File: src/rtl/fifo_wr_arbiter.sv
// fifo_wr_arbiter: round-robin, burst-bounded arbiter sharing one FIFO write port
// between NUM_REQ valid/ready producers; never writes while the FIFO is full.
module fifo_wr_arbiter #(
    parameter int NUM_REQ    = 4,
    parameter int FIFO_WIDTH = 16,
    parameter int MAX_BURST  = 4
) (
    input  logic                          clk,
    input  logic                          rst_n,
    input  logic [NUM_REQ-1:0]            req_valid,
    input  logic [NUM_REQ*FIFO_WIDTH-1:0] req_data,
    output logic [NUM_REQ-1:0]            req_ready,
    output logic                          fifo_wr_en,
    output logic [FIFO_WIDTH-1:0]         fifo_data_in,
    input  logic                          fifo_full,
    input  logic                          fifo_overflow,
    output logic [$clog2(NUM_REQ)-1:0]    grant_id,
    output logic                          busy,
    output logic                          err_overflow
);
    localparam int IW = $clog2(NUM_REQ);

    typedef enum logic {IDLE, GRANT} state_t;

    state_t        state_q, state_d;
    logic [IW-1:0] grant_q, grant_d, last_q, last_d, ptr, win;
    logic [3:0]    beat_q, beat_d;
    logic          err_q, any, burst_end;

    // Scan far-to-near so the requester closest after ptr overwrites the others;
    // ptr itself comes last in priority.
    always_comb begin
        ptr = (state_q == GRANT) ? grant_q : last_q;
        win = '0;
        any = 1'b0;
        for (int i = NUM_REQ; i >= 1; i--) begin
            if (req_valid[IW'((int'(ptr) + i) % NUM_REQ)]) begin
                win = IW'((int'(ptr) + i) % NUM_REQ);
                any = 1'b1;
            end
        end
    end

    always_ff @(posedge clk or negedge rst_n) begin
        if (!rst_n) begin
            state_q <= IDLE;
            grant_q <= '0;
            last_q  <= IW'(NUM_REQ - 1);
            beat_q  <= '0;
            err_q   <= 1'b0;
        end else begin
            state_q <= state_d;
            grant_q <= grant_d;
            last_q  <= last_d;
            beat_q  <= beat_d;
            err_q   <= err_q | fifo_overflow;
        end
    end

    assign burst_end = (state_q == GRANT) &&
                       ((fifo_wr_en && beat_q == 4'(MAX_BURST - 1)) || !req_valid[grant_q]);

    always_comb begin
        state_d = state_q;
        grant_d = grant_q;
        last_d  = last_q;
        beat_d  = beat_q;
        if (state_q == IDLE) begin
            if (any) begin
                state_d = GRANT;
                grant_d = win;
                beat_d  = '0;
            end
        end else if (burst_end) begin
            last_d  = grant_q;
            state_d = any ? GRANT : IDLE;
            grant_d = any ? win : grant_q;
            beat_d  = '0;
        end else if (fifo_wr_en) begin
            beat_d = beat_q + 4'd1;
        end
    end

    always_comb begin
        req_ready    = '0;
        fifo_wr_en   = 1'b0;
        fifo_data_in = '0;
        if (state_q == GRANT) begin
            req_ready[grant_q] = ~fifo_full;
            fifo_wr_en         = req_valid[grant_q] & ~fifo_full;
            fifo_data_in       = req_data[grant_q*FIFO_WIDTH +: FIFO_WIDTH];
        end
    end

    assign grant_id     = grant_q;
    assign busy         = (state_q == GRANT);
    assign err_overflow = err_q;
endmodule

File: config.mk
export PLATFORM = sky130hd
export DESIGN_NAME = fifo_wr_arbiter
export DESIGN_NICKNAME = d
export VERILOG_FILES = /design/src/rtl/fifo_wr_arbiter.sv
export SDC_FILE = /design/constraint.sdc
export NUM_CORES = 1
export LEC_CHECK = 0
export ABC_AREA = 1
export BUFFER_PORTS_ARGS = -buffer_cell sky130_fd_sc_hd__buf_2
export CORE_MARGIN = 5
export CORE_UTILIZATION = 25
export CTS_BUF_LIST = sky130_fd_sc_hd__clkbuf_8 sky130_fd_sc_hd__clkbuf_16
export DETAILED_ROUTE_END_ITERATION = 6
export PLACE_DENSITY = 0.5
export SLEW_MARGIN = 5
export SYNTH_ARGS = -nofsm -noshare
export SYNTH_HDL_FRONTEND = slang
export SYNTH_SLANG_ARGS = --single-unit
File: constraint.sdc
create_clock -name clk -period 3.9 [get_ports clk]
set_input_delay 0.39 -clock clk [delete_from_list [all_inputs] [get_ports clk]]
set_output_delay 0.39 -clock clk [all_outputs]
set_load 0.005 [all_outputs]
# Yosys cells after proc, flatten, opt, wreduce, memory -nomap -nowiden
# Index checks and enable logic that the tools add are counted.
# W data, S select, Z words.
# op_classes
shifts	1
bitwise	4
reduce_logical	8
magnitude_cmp	6
n_addsub	5
mux	38
eq_ne	3
# op_table
operator	n
$shiftx A64 B7 Y16	1
$mux W4	5
$mux W1	18
$lt A2 B4 Y1 const B	4
$mux W16	1
$mux W2	8
$bmux W1 S2	5
$add A2 B1 Y2 const B	2
$add A2 B2 Y2 const B	2
$add A4 B1 Y4 const B	1
$and A4 B4 Y4	1
$eq A4 B2 Y1 const B	1
$reduce_and A2 Y1	2
$logic_and A1 B1 Y1	3
$lt A2 B3 Y1 const B	1
$ne A3 B2 Y1 const B	1
$demux W1 S2	1
$ge A2 B1 Y1 const B	1
$ne A2 B1 Y1 const B	1
$reduce_bool A2 Y1	1
$and A1 B1 Y1	1
$logic_not A1 Y1	1
$logic_or A1 B1 Y1	1
$not A1 Y1	1
$or A1 B1 Y1	1
# totals
regBits	10
output_inout_bits	25
wordCells	70
inputBits	72

# Depth between registers and ports, before layout
# Gate-level depths: netlist (run 1).
# logic_depth
depth_word	12
ltp_mapped	13
depth_no_buf	12

# Least setup slack after synthesis (run 1)
# Ideal clock, no wire load.
# synth_path
path_kind	register -> output
start	register grant_q[0] (netlist: grant_id[0])
end	output fifo_data_in[10]
stages_incl_launch_ff	5
n_path_buf	1
t_arrival_ns	1.151
t_required_ns	3.510
setup_slack_ns	2.359
path_cell_list	dfrtp_1 inv_2 buf_1 nor2_1 o31ai_1
# synth_via
elab_chain_cells	2
# synth_rtl
item	line	text
start: declaration	26	logic [IW-1:0] grant_q, grant_d, last_q, last_d, ptr, win;
start signal: assignment	53	grant_q <= grant_d;
$shiftx A64 B7 Y16	91	fifo_data_in = req_data[grant_q*FIFO_WIDTH +: FIFO_WIDTH];
$mux W16	88	if (state_q == GRANT) begin
end: declaration	14	output logic [FIFO_WIDTH-1:0] fifo_data_in,
# Every way passes these cells.

# Final worst setup path (run 1)
# layout_path
start	register grant_q[1] (netlist: grant_id[1])
end	output fifo_data_in[10]
# Same word-level chain as after synthesis.

==> results.sh, run 1 <==
export IMPL_wl_microns=5140
export IMPL_tightest_slew_ps=567
export IMPL_layout_commonest_cell="buf_2"
export IMPL_design_area_sq_um=2040
export IMPL_cts_sinks=10
export IMPL_dieArea_sq_um=7540
export IMPL_finalSetupTns_ps=0
export IMPL_dpl_hpwl_microns=4090
export IMPL_first_global_vias=1700
export IMPL_place_area_sq_um=1980
export IMPL_fmaxAchievable_ghz=0.448
export IMPL_insertion_delay_ps=240
export IMPL_final_layout_size_suffix_gt1_share_pct=41.5
export IMPL_syn_cell_area_sq_um=1480
export IMPL_layout_common_cells="96 x buf_2, 67 x nor2_1, 50 x nand2_1"
export IMPL_use_met3_pct=2.76
export IMPL_fin_nets=414
export IMPL_dp_cells=411
export IMPL_min_path_type="input port to asynchronous set/reset pin"
export IMPL_wire_per_inst_microns=12.4
export IMPL_ant_nets=0
export IMPL_grt_pass1_wl_microns=8270
export IMPL_rsz0062_at_grt="no"
export IMPL_synth_seq_cells=10
export IMPL_die_h_microns=86.8
export IMPL_post_route_min_period_ps=2230
export IMPL_grt_max_degree=40
export IMPL_syn_inst=252
export IMPL_cp_start_kind="flop"
export IMPL_ys_seq_area_share_pct=17.1
export IMPL_netlist_cell_type_count=30
export IMPL_cp_arrival_ps=1840
export IMPL_fin_crit_sh_pct=57.3
export IMPL_worst_setup_path_end_kind="primary output"
export IMPL_clk_path_buf_depth=2
export IMPL_grt_use_met2_pct=22.9
export IMPL_synth_nets=325
export IMPL_grt_util_met1_pct=17.7
export IMPL_drt_iter0_drc=111
export IMPL_powerDensity_nw_per_um2=905
export IMPL_rows=28
export IMPL_num_antenna_cells=0
export IMPL_multi_input_area_sq_um=1100
export IMPL_critical_path_class="flop to primary output"
export IMPL_num_vias=1892
export IMPL_clkTransAtPathRegs_ps=50
export IMPL_clk_root_buffer_cell="clkbuf_8"
export IMPL_holdBufCountCts=0
export IMPL_cts_setup_buffers=0
export IMPL_drc=0
export IMPL_cap_violations=0
export IMPL_ys_warnings_count=0
export IMPL_io_buffer_count=96
export IMPL_grtUsageTotal_pct=13.4
export IMPL_cts_buffers=3
export IMPL_finalPower_mw=1.84
export IMPL_ios=97
export IMPL_nFillCells=653
export IMPL_status="complete, no violations"
export IMPL_tritoncts="done"
export IMPL_p_leak_nw=1.08
export IMPL_finalMaxSlewViolations=0
export IMPL_place_gp_congestion=0.822
export IMPL_setup_violations=0
export IMPL_top_usage_layer="met2"
export IMPL_cp_max_fo=12
export IMPL_slew_headroom_pct=62.1
export IMPL_coreArea_sq_um=5820
export IMPL_syn_avg_cell_area_sq_um=5.85
export IMPL_ctsResizeCount=0
export IMPL_finalNonFillerCells=415
export IMPL_htree_levels=1
export IMPL_final_hold_viol_count=0
export IMPL_gr_total_overflow=0
export IMPL_vdd_ir_drop_max_uv=266
export IMPL_cp_data_required_time_ps=3510
export IMPL_syn_to_final_growth_pct=38.1
export IMPL_drtPass1Iterations=4
export IMPL_vias_per_cell=4.56
export IMPL_start_util_pct=25.4
export IMPL_skew_ps=7.99
export IMPL_antenna_found_initial=0
export IMPL_area_sequential_sq_um=253
export IMPL_whs_ps=10.5
export IMPL_die_width_microns=86.8
-- worst max-delay path, stage by stage (launching register included) --
cell	delay, ps
dfrtp_1	550
inv_2	240
nand2_1	280
nor2_1	190
o21ai_0	100
o31ai_1	90
buf_2	150
-- synth_stat cells --
library cell   n  area (sq um)
a21oi_1        6          30.0
buf_1          1          3.75
buf_2          3          15.0
buf_4          2          15.0
buf_6          2          22.5
clkbuf_1       5          18.8
dfrtp_1        8           200
dfstp_2        2          52.6
ha_1           1          12.5
inv_1          5          18.8
inv_2          7          26.3
inv_4          1          6.26
nand2_1       50           188
nand2_2       15          93.8
nand2_4        4          45.0
nand2_8        1          20.0
nand3_1       17          85.1
nand3_2        3          30.0
nand3b_1       1          7.51
nand4_4        1          21.3
nor2_1        67           251
nor2_4         1          11.3
nor3_1         5          25.0
o211ai_1       1          7.51
o21ai_0       24           120
o21ai_2        4          35.0
o31ai_1       11          82.6
or2_1          1          6.26
or2_2          1          6.26
xor2_1         2          17.5
-- kinds of logic after synthesis --
group | Yosys count | synth area share [%]
flip-flops | 10 | 17.1
AND/OR/NAND/NOR | 167 | 53.6
buffers and inverters | 26 | 8.57
XOR/XNOR | 2 | 1.19
adder cells (fa/ha/maj) | 1 | 0.848
AO/OA/AOI/OAI | 46 | 18.7
-- final timing paths --
kind | cells past startpoint | slack, ps | endpoint | start
setup / recovery | 6 | 1670 | fifo_data_in[10] | grant_id[1]
hold / removal | 1 | 10 | err_overflow | rst_n
setup reg to reg | 11 | 1760 | grant_id[0] | grant_id[1]
min in group clk | 2 | 340 | err_overflow | fifo_overflow
max in group asynchronous | 1 | 3630 | last_q[0] | rst_n
hold reg to reg | 1 | 470 | err_overflow | err_overflow
-- final cells by class --
type	instances	area share, %
Tap cell	75	4.61
Multi-Input combinational cell	216	53.8
Timing Repair Buffer	97	24.0
Clock buffer	4	2.70
Inverter	13	2.52
Sequential cell	10	12.4
-- metrics by stage --
step           utilization [%]  worst slack (ps)
2_1_floorplan                -              2360
3_3_place_gp              34.1              1760
3_5_place_dp              34.1              1770
4_1_cts                   35.0              1660
5_1_grt                   35.0              1500
6_report                  35.0              1670
-- sequential cells by signal (all words and copies together), names as in the netlist --
signal,cells
grant_id,2
busy,1
err_overflow,1
beat_q,4
last_q,2
-- per-layer routing --
metal | up-vias | share of wire (%)
met5 | - | 0
met4 | 0 | 0.35
met2 | 65 | 49
met3 | 2 | 8.6
met1 | 829 | 42
li1 | 996 | -
-- where the power goes --
part	total (mW)	switching (mW)	leakage, nW	internal [mW]
combinational	1.48	0.930	0.937	0.554
sequential	0.229	0.0743	0.117	0.155
clock	0.131	0.0423	0.0288	0.0889
total	1.84	1.05	1.08	0.797
Power figures use the tool's default switching activity.
==> inputs of run 2 (changes only) <==
- ABC_AREA: 1 -> 0
- PLACE_DENSITY: 0.5 -> 0.55
- clock period: 3.9 -> 2.3 ns (I/O delays scaled with it)
==> run 2 against run 1 <==
Compared with the run above:
- sequential power is 24% higher
- highest routed layer is now met3
- via count shrank 34%
- combinational power down 20%
- critical path depth is 2 lower
- sequential share of layout area rose by 2.1 points
==> results.sh, run 2 <==
export IMPL_syn_avg_cell_area_sq_um=11.5
export IMPL_netlist_top_cells_area="mux4_2 34%, dfrtp_1 18%, and2_1 9.4%"
export IMPL_fmaxAchievable_ghz=0.499
export IMPL_crit_chain="buf_4, mux4_2, and2_1, buf_2"
export IMPL_largest_reg_flops=4
export IMPL_place_area_sq_um=1680
export IMPL_finalSetupTns_ps=0
export IMPL_cp_startpoint="grant_id[0]"
export IMPL_ys_flop_type="dfrtp_1"
export IMPL_cp_num_buf_inv=2
export IMPL_ys_warnings_count=0
export IMPL_antenna_found_initial=0
export IMPL_ctsResizeCount=0
export IMPL_dp_cells=244
export IMPL_cp_num_cells=4
export IMPL_cp_data_required_time_ps=2070
export IMPL_rsz0062_at_grt="no"
export IMPL_reg2regPathDepth=5
export IMPL_drt_iter0_drc=31
export IMPL_setup_violations=0
export IMPL_cp_arrival_ps=1770
export IMPL_cap_violations=0
export IMPL_min_path_type="input port to flop"
export IMPL_finalNonFillerCells=249
export IMPL_tritoncts="done"
export IMPL_insertion_delay_ps=240
export IMPL_layout_commonest_cell="buf_2"
export IMPL_rr_startpoint="beat_q[0]"
export IMPL_synth_compound_area_share_pct=9.16
export IMPL_cts_buffers=3
export IMPL_vias_per_cell=5.01
export IMPL_num_antenna_cells=0
export IMPL_grt_pass1_wl_microns=6520
export IMPL_gr_total_overflow=0
export IMPL_first_global_vias=1343
export IMPL_htree_levels=1
export IMPL_layout_common_cells="96 x buf_2, 17 x mux4_2, 17 x and2_1"
export IMPL_synthAdderAreaFrac_pct=1.10
export IMPL_die_width_microns=77.3
export IMPL_syn_to_final_growth_pct=53.6
export IMPL_r2r_end="last_q[1]"
export IMPL_fin_nets=271
export IMPL_post_route_min_period_ps=2000
export IMPL_vdd_ir_drop_max_uv=358
export IMPL_final_layout_size_suffix_gt1_share_pct=68.0
export IMPL_num_vias=1247
export IMPL_place_gp_congestion=0.758
export IMPL_coreArea_sq_um=4380
export IMPL_hold_path_startpoint="fifo_overflow"
export IMPL_synthArstFlopShare_pct=100
export IMPL_place_ws_ps=544
export IMPL_cp_start_kind="flop"
export IMPL_status="complete, no violations"
export IMPL_critical_path_class="flop to primary output"
export IMPL_ios=97
export IMPL_ys_seq_area_share_pct=22.3
export IMPL_synth_edf_count=0
export IMPL_p_leak_nw=0.855
export IMPL_clk_root_buffer_cell="clkbuf_8"
export IMPL_finalMaxSlewViolations=0
export IMPL_synth_mux_area_share_pct=40.6
export IMPL_clk_path_buf_depth=2
export IMPL_cts_sinks=10
export IMPL_wl_microns=3930
export IMPL_synth_xor_area_share_pct=0
export IMPL_nFillCells=424
export IMPL_crit_slowest_cell="mux4_2"
export IMPL_netlist_cell_type_count=39
export IMPL_syn_inst=99
export IMPL_design_area_sq_um=1740
export IMPL_wire_per_inst_microns=15.8
export IMPL_powerDensity_nw_per_um2=973
export IMPL_grt_max_degree=19
export IMPL_finalPower_mw=1.70
export IMPL_drc=0
export IMPL_ant_nets=0
export IMPL_worstSetupEndpoint="fifo_data_in[13]"
export IMPL_dieArea_sq_um=5980
export IMPL_clkTransAtPathRegs_ps=50
export IMPL_layout_setup_ws_ps=296
export IMPL_regMostFlops="beat_q"
export IMPL_synth_common_cells="17 x and2_1, 17 x mux4_2, 8 x dfrtp_1"
export IMPL_synth_top_family_by_area="multiplexers"
export IMPL_synth_seq_cells=10
export IMPL_drtPass1Iterations=4
export IMPL_yosys_area_share_simple_pct=22.3
export IMPL_rows=24
export IMPL_synth_top_area_cell="mux4_2"
export IMPL_regToRegSetupSlack_ps=590
export IMPL_start_util_pct=25.9
export IMPL_skew_ps=6.76
export IMPL_syn_cell_area_sq_um=1130
export IMPL_fin_crit_sh_pct=87.1
export IMPL_synth_top_area_share_pct=33.8
export IMPL_worst_setup_path_end_kind="primary output"
export IMPL_dpl_hpwl_microns=3310
export IMPL_slew_headroom_pct=75.9
export IMPL_die_h_microns=77.3
export IMPL_cp_max_fo=18
export IMPL_slowest_delay_ps=540
export IMPL_final_hold_viol_count=0
export IMPL_critPathTopFamily="multiplexers"
export IMPL_io_buffer_count=96
export IMPL_tightest_slew_ps=352
export IMPL_synth_nets=172
export IMPL_grtUsageTotal_pct=13.0
run 2: cell count changes after synthesis, sizes merged, moves of 4 or more:
cell   delta
buf       -5
nor2b     +4
inv      -10
mux2      +5
nor2     -66
mux4     +17
o31ai    -11
nand3    -18
nand2    -66
and2     +18
nor3      -4
o21ai    -26
run 2: layout make-up:
cell class | count | area (sq um) | share of cell area [%]
clock buffer | 4 | 55.1 | 3.16
inverter | 3 | 11.3 | 0.647
multi-input combinational | 78 | 830 | 47.6
timing repair buffer | 102 | 528 | 30.3
tap | 52 | 65.1 | 3.74
sequential | 10 | 253 | 14.5
run 2: worst min-delay path by stage:
stage                               to  slack, ps  depth (start not counted)
final                     err_overflow        180                          2
after CTS                 err_overflow        180                          2
after global routing      err_overflow        190                          2
after global placement       beat_q[2]        110                          1
after floorplan              beat_q[0]        -70                          0
after detailed placement  err_overflow        110                          1
run 2: cell families (layout without fill, tap and decap cells):
| kind of cell | count (synthesis) | in the layout |
|---|---|---|
| simple gates | 40 | 40 |
| mux | 23 | 23 |
| compound gates | 14 | 14 |
| buf+inv | 11 | 109 |
| flops | 10 | 10 |
| fa+ha+maj | 1 | 1 |
run 2: repair_timing:
item                                   CTS  global route
buffers inserted                         0             0
hold buffers                             1             0
endpoints found under the hold margin    8             0
run 2: stage by stage:
step           utilization (%)  hold slack, ps
2_1_floorplan                -           -65.6
3_3_place_gp              38.2             105
3_5_place_dp              38.2             107
4_1_cts                   39.7             177
5_1_grt                   39.7             190
6_report                  39.7             183
run 2: where the power goes:
group / internal [mW] / total [mW] / switching, mW
registers: 0.243 / 0.283 / 0.0403
clock network: 0.151 / 0.222 / 0.0711
logic: 0.703 / 1.19 / 0.487
run 2: routing by layer:
metal	up-vias	global-route usage [%]	routed length (microns)
li1	579	-	-
met1	602	16.0	1560
met2	66	22.7	1960
met3	0	4.51	410
met4	0	1.37	0
met5	-	0	0
